`src/rtl/corr_out_arbiter.sv`:
```
// Round-robin arbiter sharing one result output register between NCH correlator channels.
// Optional macro DROP_CNT_EN adds a saturating 16-bit dropped-sample counter port (drop_cnt).
module corr_out_arbiter #(
  parameter int NCH = 4,
  parameter int W   = 14,
  parameter int CHW = 2
) (
  input  logic             clk,
  input  logic             rst,
  input  logic             ena,
  input  logic [NCH-1:0]   det,
  input  logic [NCH*W-1:0] din,
  input  logic             clr_ovr,
  input  logic             out_ready,
  output logic             out_val,
  output logic [W-1:0]     out_data,
  output logic [CHW-1:0]   out_ch,
  output logic [NCH-1:0]   overrun
`ifdef DROP_CNT_EN
  ,
  output logic [15:0]      drop_cnt
`endif
);

  typedef enum logic {IDLE, HOLD} state_t;

  state_t         state_q;
  logic [W-1:0]   pend_q [NCH];
  logic [NCH-1:0] pendV_q, pendV_d;
  logic [CHW-1:0] rrLast_q;
  logic           outVal_q;
  logic [W-1:0]   outData_q;
  logic [CHW-1:0] outCh_q;
  logic [NCH-1:0] overrun_q, overrun_d;

  logic [CHW-1:0] grantIdx;
  logic           grantFound;
  logic           grantFire;
  logic [NCH-1:0] grantMask;
  logic [NCH-1:0] captureMask;
  logic [NCH-1:0] collideMask;
  int             candIdx;

  // Search upward from the channel after the last grant, wrapping modulo NCH.
  always_comb begin
    grantIdx   = '0;
    grantFound = 1'b0;
    candIdx    = 0;
    for (int k = 1; k <= NCH; k++) begin
      candIdx = int'(rrLast_q) + k;
      if (candIdx >= NCH) candIdx = candIdx - NCH;
      if (!grantFound && pendV_q[candIdx]) begin
        grantFound = 1'b1;
        grantIdx   = CHW'(candIdx);
      end
    end
  end

  always_comb begin
    grantFire   = grantFound && ((state_q == IDLE) || out_ready);
    grantMask   = grantFire ? (NCH'(1) << grantIdx) : '0;
    // A slot being granted this cycle may be refilled in the same cycle.
    captureMask = det & (~pendV_q | grantMask);
    collideMask = det & pendV_q & ~grantMask;
    pendV_d     = (pendV_q & ~grantMask) | captureMask;
    overrun_d   = (clr_ovr ? '0 : overrun_q) | collideMask;
  end

  always_ff @(posedge clk) begin
    if (rst) begin
      state_q   <= IDLE;
      pendV_q   <= '0;
      rrLast_q  <= CHW'(NCH - 1);
      outVal_q  <= 1'b0;
      outData_q <= '0;
      outCh_q   <= '0;
      overrun_q <= '0;
      for (int i = 0; i < NCH; i++) pend_q[i] <= '0;
    end else if (ena) begin
      pendV_q   <= pendV_d;
      overrun_q <= overrun_d;
      for (int i = 0; i < NCH; i++) begin
        if (captureMask[i]) pend_q[i] <= din[i*W +: W];
      end
      case (state_q)
        IDLE: begin
          if (grantFire) begin
            outData_q <= pend_q[grantIdx];
            outCh_q   <= grantIdx;
            outVal_q  <= 1'b1;
            rrLast_q  <= grantIdx;
            state_q   <= HOLD;
          end
        end
        HOLD: begin
          if (out_ready) begin
            if (grantFire) begin
              outData_q <= pend_q[grantIdx];
              outCh_q   <= grantIdx;
              rrLast_q  <= grantIdx;
            end else begin
              outVal_q <= 1'b0;
              state_q  <= IDLE;
            end
          end
        end
        default: state_q <= IDLE;
      endcase
    end
  end

`ifdef DROP_CNT_EN
  logic [15:0] dropCnt_q, dropCnt_d;
  logic [15:0] dropInc;
  logic [16:0] dropSum;

  // Clearing restarts the count from this cycle's drops; the sum saturates.
  always_comb begin
    dropInc = '0;
    for (int i = 0; i < NCH; i++) dropInc = dropInc + 16'(collideMask[i]);
    dropSum   = {1'b0, (clr_ovr ? 16'h0000 : dropCnt_q)} + {1'b0, dropInc};
    dropCnt_d = dropSum[16] ? 16'hFFFF : dropSum[15:0];
  end

  always_ff @(posedge clk) begin
    if (rst) begin
      dropCnt_q <= '0;
    end else if (ena) begin
      dropCnt_q <= dropCnt_d;
    end
  end

  assign drop_cnt = dropCnt_q;
`endif

  assign out_val  = outVal_q;
  assign out_data = outData_q;
  assign out_ch   = outCh_q;
  assign overrun  = overrun_q;

endmodule
```
`config.mk`:
```
export PLATFORM = sky130hd
export DESIGN_NAME = corr_out_arbiter
export DESIGN_NICKNAME = d
export VERILOG_FILES = /design/src/rtl/corr_out_arbiter.sv
export SDC_FILE = /design/constraint.sdc
export NUM_CORES = 1
export LEC_CHECK = 0
export CAP_MARGIN = 20
export CORE_ASPECT_RATIO = 0.6
export CORE_UTILIZATION = 35
export DETAILED_ROUTE_END_ITERATION = 7
export PLACE_DENSITY = 0.6
export SYNTH_ARGS = -nofsm -noshare
export SYNTH_HDL_FRONTEND = slang
export SYNTH_SLANG_ARGS = --single-unit
export TNS_END_PERCENT = 50
```
`constraint.sdc`:
```
create_clock -name clk -period 3 [get_ports clk]
set_input_delay 0.6 -clock clk [delete_from_list [all_inputs] [get_ports clk]]
set_output_delay 0.6 -clock clk [all_outputs]
set_load 0.01 [all_outputs]
```
Word level (Yosys, flattened, before mapping). Memories as Yosys holds them, arrays and structs flattened. Cells that the tools add are included.

Word-level logic and storage cells: 116. Register bits after elaboration: 28. Bits in writable memories: 56. Bits in read-only memories: 0. Latch bits: 0. Memories kept: 1.

Bitwise logic cells: 14. Shift operators: 1. Multiply operators: 0. Reduce and logical (&&, ||, !) cells: 10. Magnitude comparators: 8. Eq/ne operators: 3. Add/sub/neg operators: 8. Divide/modulo/power cells: 0. Multiplexer cells: 64.

Memories: pend_q (depth 4, bits a word 14, rd ports 1, clocked after memory_dff 0, write ports 4, RTL line 28) `logic [W-1:0] pend_q [NCH];`.

Operator list (count): 32-bit by 4-bit < comparator with 1-bit output (second input constant) (4); 32-bit 2-to-1 mux (4); 14-bit 2-to-1 mux (6); 1-bit 2-to-1 mux (35); 14-bit case mux with 2 select lines (1); 4-bit AND (4); 2-bit 2-to-1 mux (8); 4-bit bitwise OR (3); 3-bit by 3-bit subtractor with 4-bit output (second input constant) (3); 3-bit greater-or-equal comparator (second input constant) (3); 1-bit binary-select mux with 2-bit select (4); 4-bit 2-to-1 mux (2); 4-bit inverter (2); 2-bit case mux with 2 select lines (2); 2-bit by 2-bit adder with 3-bit output (second input constant) (2); 2-bit inequality test (second input constant) (3); 4-bit by 3-bit subtractor with 5-bit output (second input constant) (1); 2-bit by 3-bit adder with 4-bit output (second input constant) (1); 4-bit by 3-bit greater-or-equal comparator with 1-bit output (second input constant) (1); 1-bit logical AND (4); 1-bit bitwise OR (4); 1-bit case mux with 2 select lines (2); 4-bit AND reduction (1); 1-bit by 2-bit << shifter with 4-bit output (first input constant) (1); other kinds (5) (7).

Depth between registers and ports, before layout.
Depth in word-level cells: 25. Gate-level depth with buffers: 7.

Least setup slack after synthesis. Ideal clock, no wire load.

Path kind: input -> register. Start point: input ena. End point: memory pend_q[3][0], enable pin. Library setup time: 404 ps. Setup slack: 297 ps. Data arrival time: 2298 ps. Stages: 4. Path buffers: 2. Cells stage by stage: clkbuf_1 -> clkbuf_1 -> nand2_1 -> o21ai_0.

RTL lines: start, declared (RTL line 10) `input logic ena,`; end, declared (RTL line 28).

==> flow_metrics.tcl <==
set metrics [dict create \
    tightest_slew_ns 0.831 \
    place.detailed.hpwl_um 6620 \
    antenna_left 0 \
    crit_path_start_kind "register" \
    finalSetupViolCount 0 \
    routabilityCongestion 0.864 \
    cellLeakagePower_nw 1.80 \
    totalWireLength_um 9100 \
    ys_warn_count 0 \
    grt_setup_unrepaired "false" \
    fin_tns_setup_ns 0 \
    slew_violations 0 \
    grt-ovfl-total 0 \
    syn_area_per_cell_sq_um 11.8 \
    synthMuxAreaShare 0 \
    syn_area_sq_um 3630 \
    final_layout_size_suffix_gt1_frac 0.0873 \
    via_per_inst 5.00 \
    grt_max_degree 18 \
    cts_buffer_depth 2 \
    cts_setup_buffers 0 \
    cpLargestDelayFamily "compound AO/OA/AOI/OAI gates" \
    cts-root-buf "clkbuf_16" \
    antenna_cells 0 \
    crit_fanout 16 \
    fp-row-count 28 \
    n_fill_cell 872 \
    start_util 0.364 \
    fp.coreArea_sq_um 9980 \
    synth_compound_area_frac 0.190 \
    finalInstanceArea_sq_um 4970 \
    maxCapViolations 0 \
    design.die.area_sq_um 10800 \
    grt_pass1_wl_um 13700 \
    end_kind "register" \
    yosysUniqueCellTypes 38 \
    synth_top_family_by_area "compound AO/OA/AOI/OAI gates" \
    cts_buffers 9 \
    initialDrtViolationCount 235 \
    final_nets 461 \
    chipWidth_um 134 \
    cts_resized 0 \
    status "finished clean" \
    ys_seq_elements 84 \
    grt.total_usage 0.177 \
    hold_viol 0 \
    num_vias 2680 \
    worst_path_max_delay_cell "dfxtp_1" \
    seqCellArea_sq_um 2240 \
    critical_path.max_stage_delay_ns 0.56 \
    slew_headroom 0.444 \
    placed_cell_area_sq_um 4640 \
    cts.sinks 84 \
    post-route-min-period_ns 2.16 \
    path_buf_inv 1 \
    min_period_over_period 0.719 \
    synth_seq_area_share 0.617 \
    cts_hold_buf 0 \
    critPathKind "register to register" \
    multi_input_area_sq_um 1270 \
    clk_pin_slew_ns 0.06 \
    total_power_mw 3.00 \
    die_h_um 80.9 \
    powerDensity_nw_per_um2 604 \
    h-tree-depth 3 \
    pin_count 86 \
    antenna_found_initial 0 \
    syn_inst 308 \
    area_delta_synth_final_pct 36.8 \
    firstDrtPassIters 4 \
    hold_ws_ns 0.501 \
    hp-class "register to register" \
    synth_xor_area_frac 0 \
    fmax_mhz 464 \
    cp.arrival_ns 2.18 \
    synth_fa_ha_area_frac 0 \
    numPortBuffers 85 \
    cp_cell_sequence "nor2b_1 > a32o_2 > a21boi_2 > o21ai_1 > buf_4" \
    cts_tree "done" \
    crit_required_ns 3.02 \
    clkLatencyLatePin_ns 0.33 \
    wl_per_cell_um 17.0 \
    yosys.area_share.simple 0.159 \
    finClkSkew_ns 0.00667 \
    ir_drop_uv 259 \
    first_global_vias 2482 \
    syn_nets 373 \
    drc 0 \
]
through the flow:
step / util / worst slack (ns) / std cells
floorplan: - / 0.297 / 308
global placement: 0.464 / 0.618 / 520
detailed placement: 0.464 / 0.584 / 520
CTS: 0.497 / 0.877 / 536
global route: 0.497 / 0.741 / 536
finish: 0.497 / 0.844 / 536
final cells by class:
| class | count | share of cell area |
|---|---|---|
| clock buffer | 13 | 0.0526 |
| clock inverter | 3 | 0.0139 |
| inverter | 5 | 0.00378 |
| multi-input combinational | 199 | 0.255 |
| sequential | 84 | 0.451 |
| tap | 135 | 0.0340 |
| timing repair buffer | 97 | 0.189 |
worst reg2reg max path: stages (launching register included):
cell	delay [ns]
dfxtp_1	0.56
nor2b_1	0.29
a32o_2	0.44
a21boi_2	0.16
o21ai_1	0.15
buf_4	0.25
where the power goes:
| part | switching, mW | leakage (nW) | internal (mW) |
|---|---|---|---|
| Sequential | 0.0530 | 0.826 | 1.33 |
| Combinational | 0.196 | 0.809 | 0.204 |
| Clock | 0.436 | 0.160 | 0.784 |
| Total | 0.686 | 1.80 | 2.31 |
placed cells by master (no fill, tap or decap), drive strengths merged:
cell type	n
nor2b	5
nand2	12
buf	12
inv	6
and2	57
a2111oi	1
o2bb2ai	1
a32o	1
edfxtp	56
o221ai	1
or3	1
a21boi	1
nand2b	3
a21oi	25
nand3	4
o21ba	1
a211o	1
o41ai	1
o2111a	1
o21a	1
clkdlybuf4s50	85
a32oi	3
dfxtp	28
bufinv	2
nor2	14
o21ai	27
a221oi	14
a21o	1
nor3	4
clkbuf	13
a211oi	4
a22oi	15
metal layers:
metal | up-vias | wire length [um] | track usage | part of all wire
met5 | - | 0 | 0 | 0
met4 | 0 | 24 | 0.0545 | 0.0026
met3 | 2 | 781 | 0.0612 | 0.086
met2 | 131 | 3410 | 0.216 | 0.37
met1 | 1234 | 4890 | 0.279 | 0.54
li1 | 1313 | - | - | -
cells by family (layout without fill, tap and decap cells):
kind of cell,after synthesis,in the layout
buffers and inverters,25,118
and+or+nand+nor,100,100
AOI/OAI and AO/OA,99,99
DFF,84,84
cell usage after synthesis:
| library cell | n | area, sq um |
|---|---|---|
| and2_1 | 57 | 357 |
| o21ai_0 | 25 | 125 |
| nor2b_1 | 5 | 31.3 |
| o2bb2ai_1 | 1 | 8.76 |
| nand2_1 | 12 | 45.0 |
| o21a_1 | 1 | 7.51 |
| buf_2 | 5 | 25.0 |
| nor3_1 | 1 | 5.00 |
| a2111oi_2 | 1 | 15.0 |
| dfxtp_1 | 28 | 561 |
| a211o_1 | 1 | 8.76 |
| inv_1 | 5 | 18.8 |
| nor3_2 | 2 | 20.0 |
| buf_4 | 1 | 7.51 |
| nor2_1 | 14 | 52.6 |
| o41ai_1 | 1 | 8.76 |
| a21oi_1 | 24 | 120 |
| a32oi_1 | 3 | 26.3 |
| o21ba_2 | 1 | 10.0 |
| a221oi_1 | 14 | 123 |
| buf_1 | 1 | 3.75 |
| clkbuf_2 | 4 | 20.0 |
| a21boi_2 | 1 | 11.3 |
| nand2b_1 | 3 | 18.8 |
| a22oi_1 | 15 | 113 |
| o221ai_4 | 1 | 26.3 |
| nand3_1 | 4 | 20.0 |
| a21o_1 | 1 | 7.51 |
| nor3_4 | 1 | 16.3 |
| clkbuf_1 | 7 | 26.3 |
| o21ai_1 | 2 | 10.0 |
| or3_4 | 1 | 11.3 |
| buf_6 | 2 | 22.5 |
| edfxtp_1 | 56 | 1680 |
| a21oi_4 | 1 | 16.3 |
| a32o_2 | 1 | 11.3 |
| a211oi_1 | 4 | 30.0 |
| o2111a_1 | 1 | 11.3 |
worst paths after layout:
path | start | endpoint | slack, ns | cells after the start
worst max-delay path | pendV_q[1]$_SDFFE_PP0P_ | pend_q[1][1]$_SDFFCE_PN0P_ | 0.84 | 5
worst min-delay path | out_ch[1]$_SDFFE_PP0P_ | out_ch[1]$_SDFFE_PP0P_ | 0.50 | 2
worst max register to register | pendV_q[1]$_SDFFE_PP0P_ | pend_q[1][1]$_SDFFCE_PN0P_ | 0.84 | 5
worst min register to register | out_ch[1]$_SDFFE_PP0P_ | out_ch[1]$_SDFFE_PP0P_ | 0.50 | 2
sequential cells by signal (all words and copies together), names as in the netlist:
signal,flops
out_ch,2
out_data,14
out_val,1
overrun,4
pendV_q,4
pend_q,56
rrLast_q,2
state_q,1
Note: power is estimated with default switching activity, not from simulation.
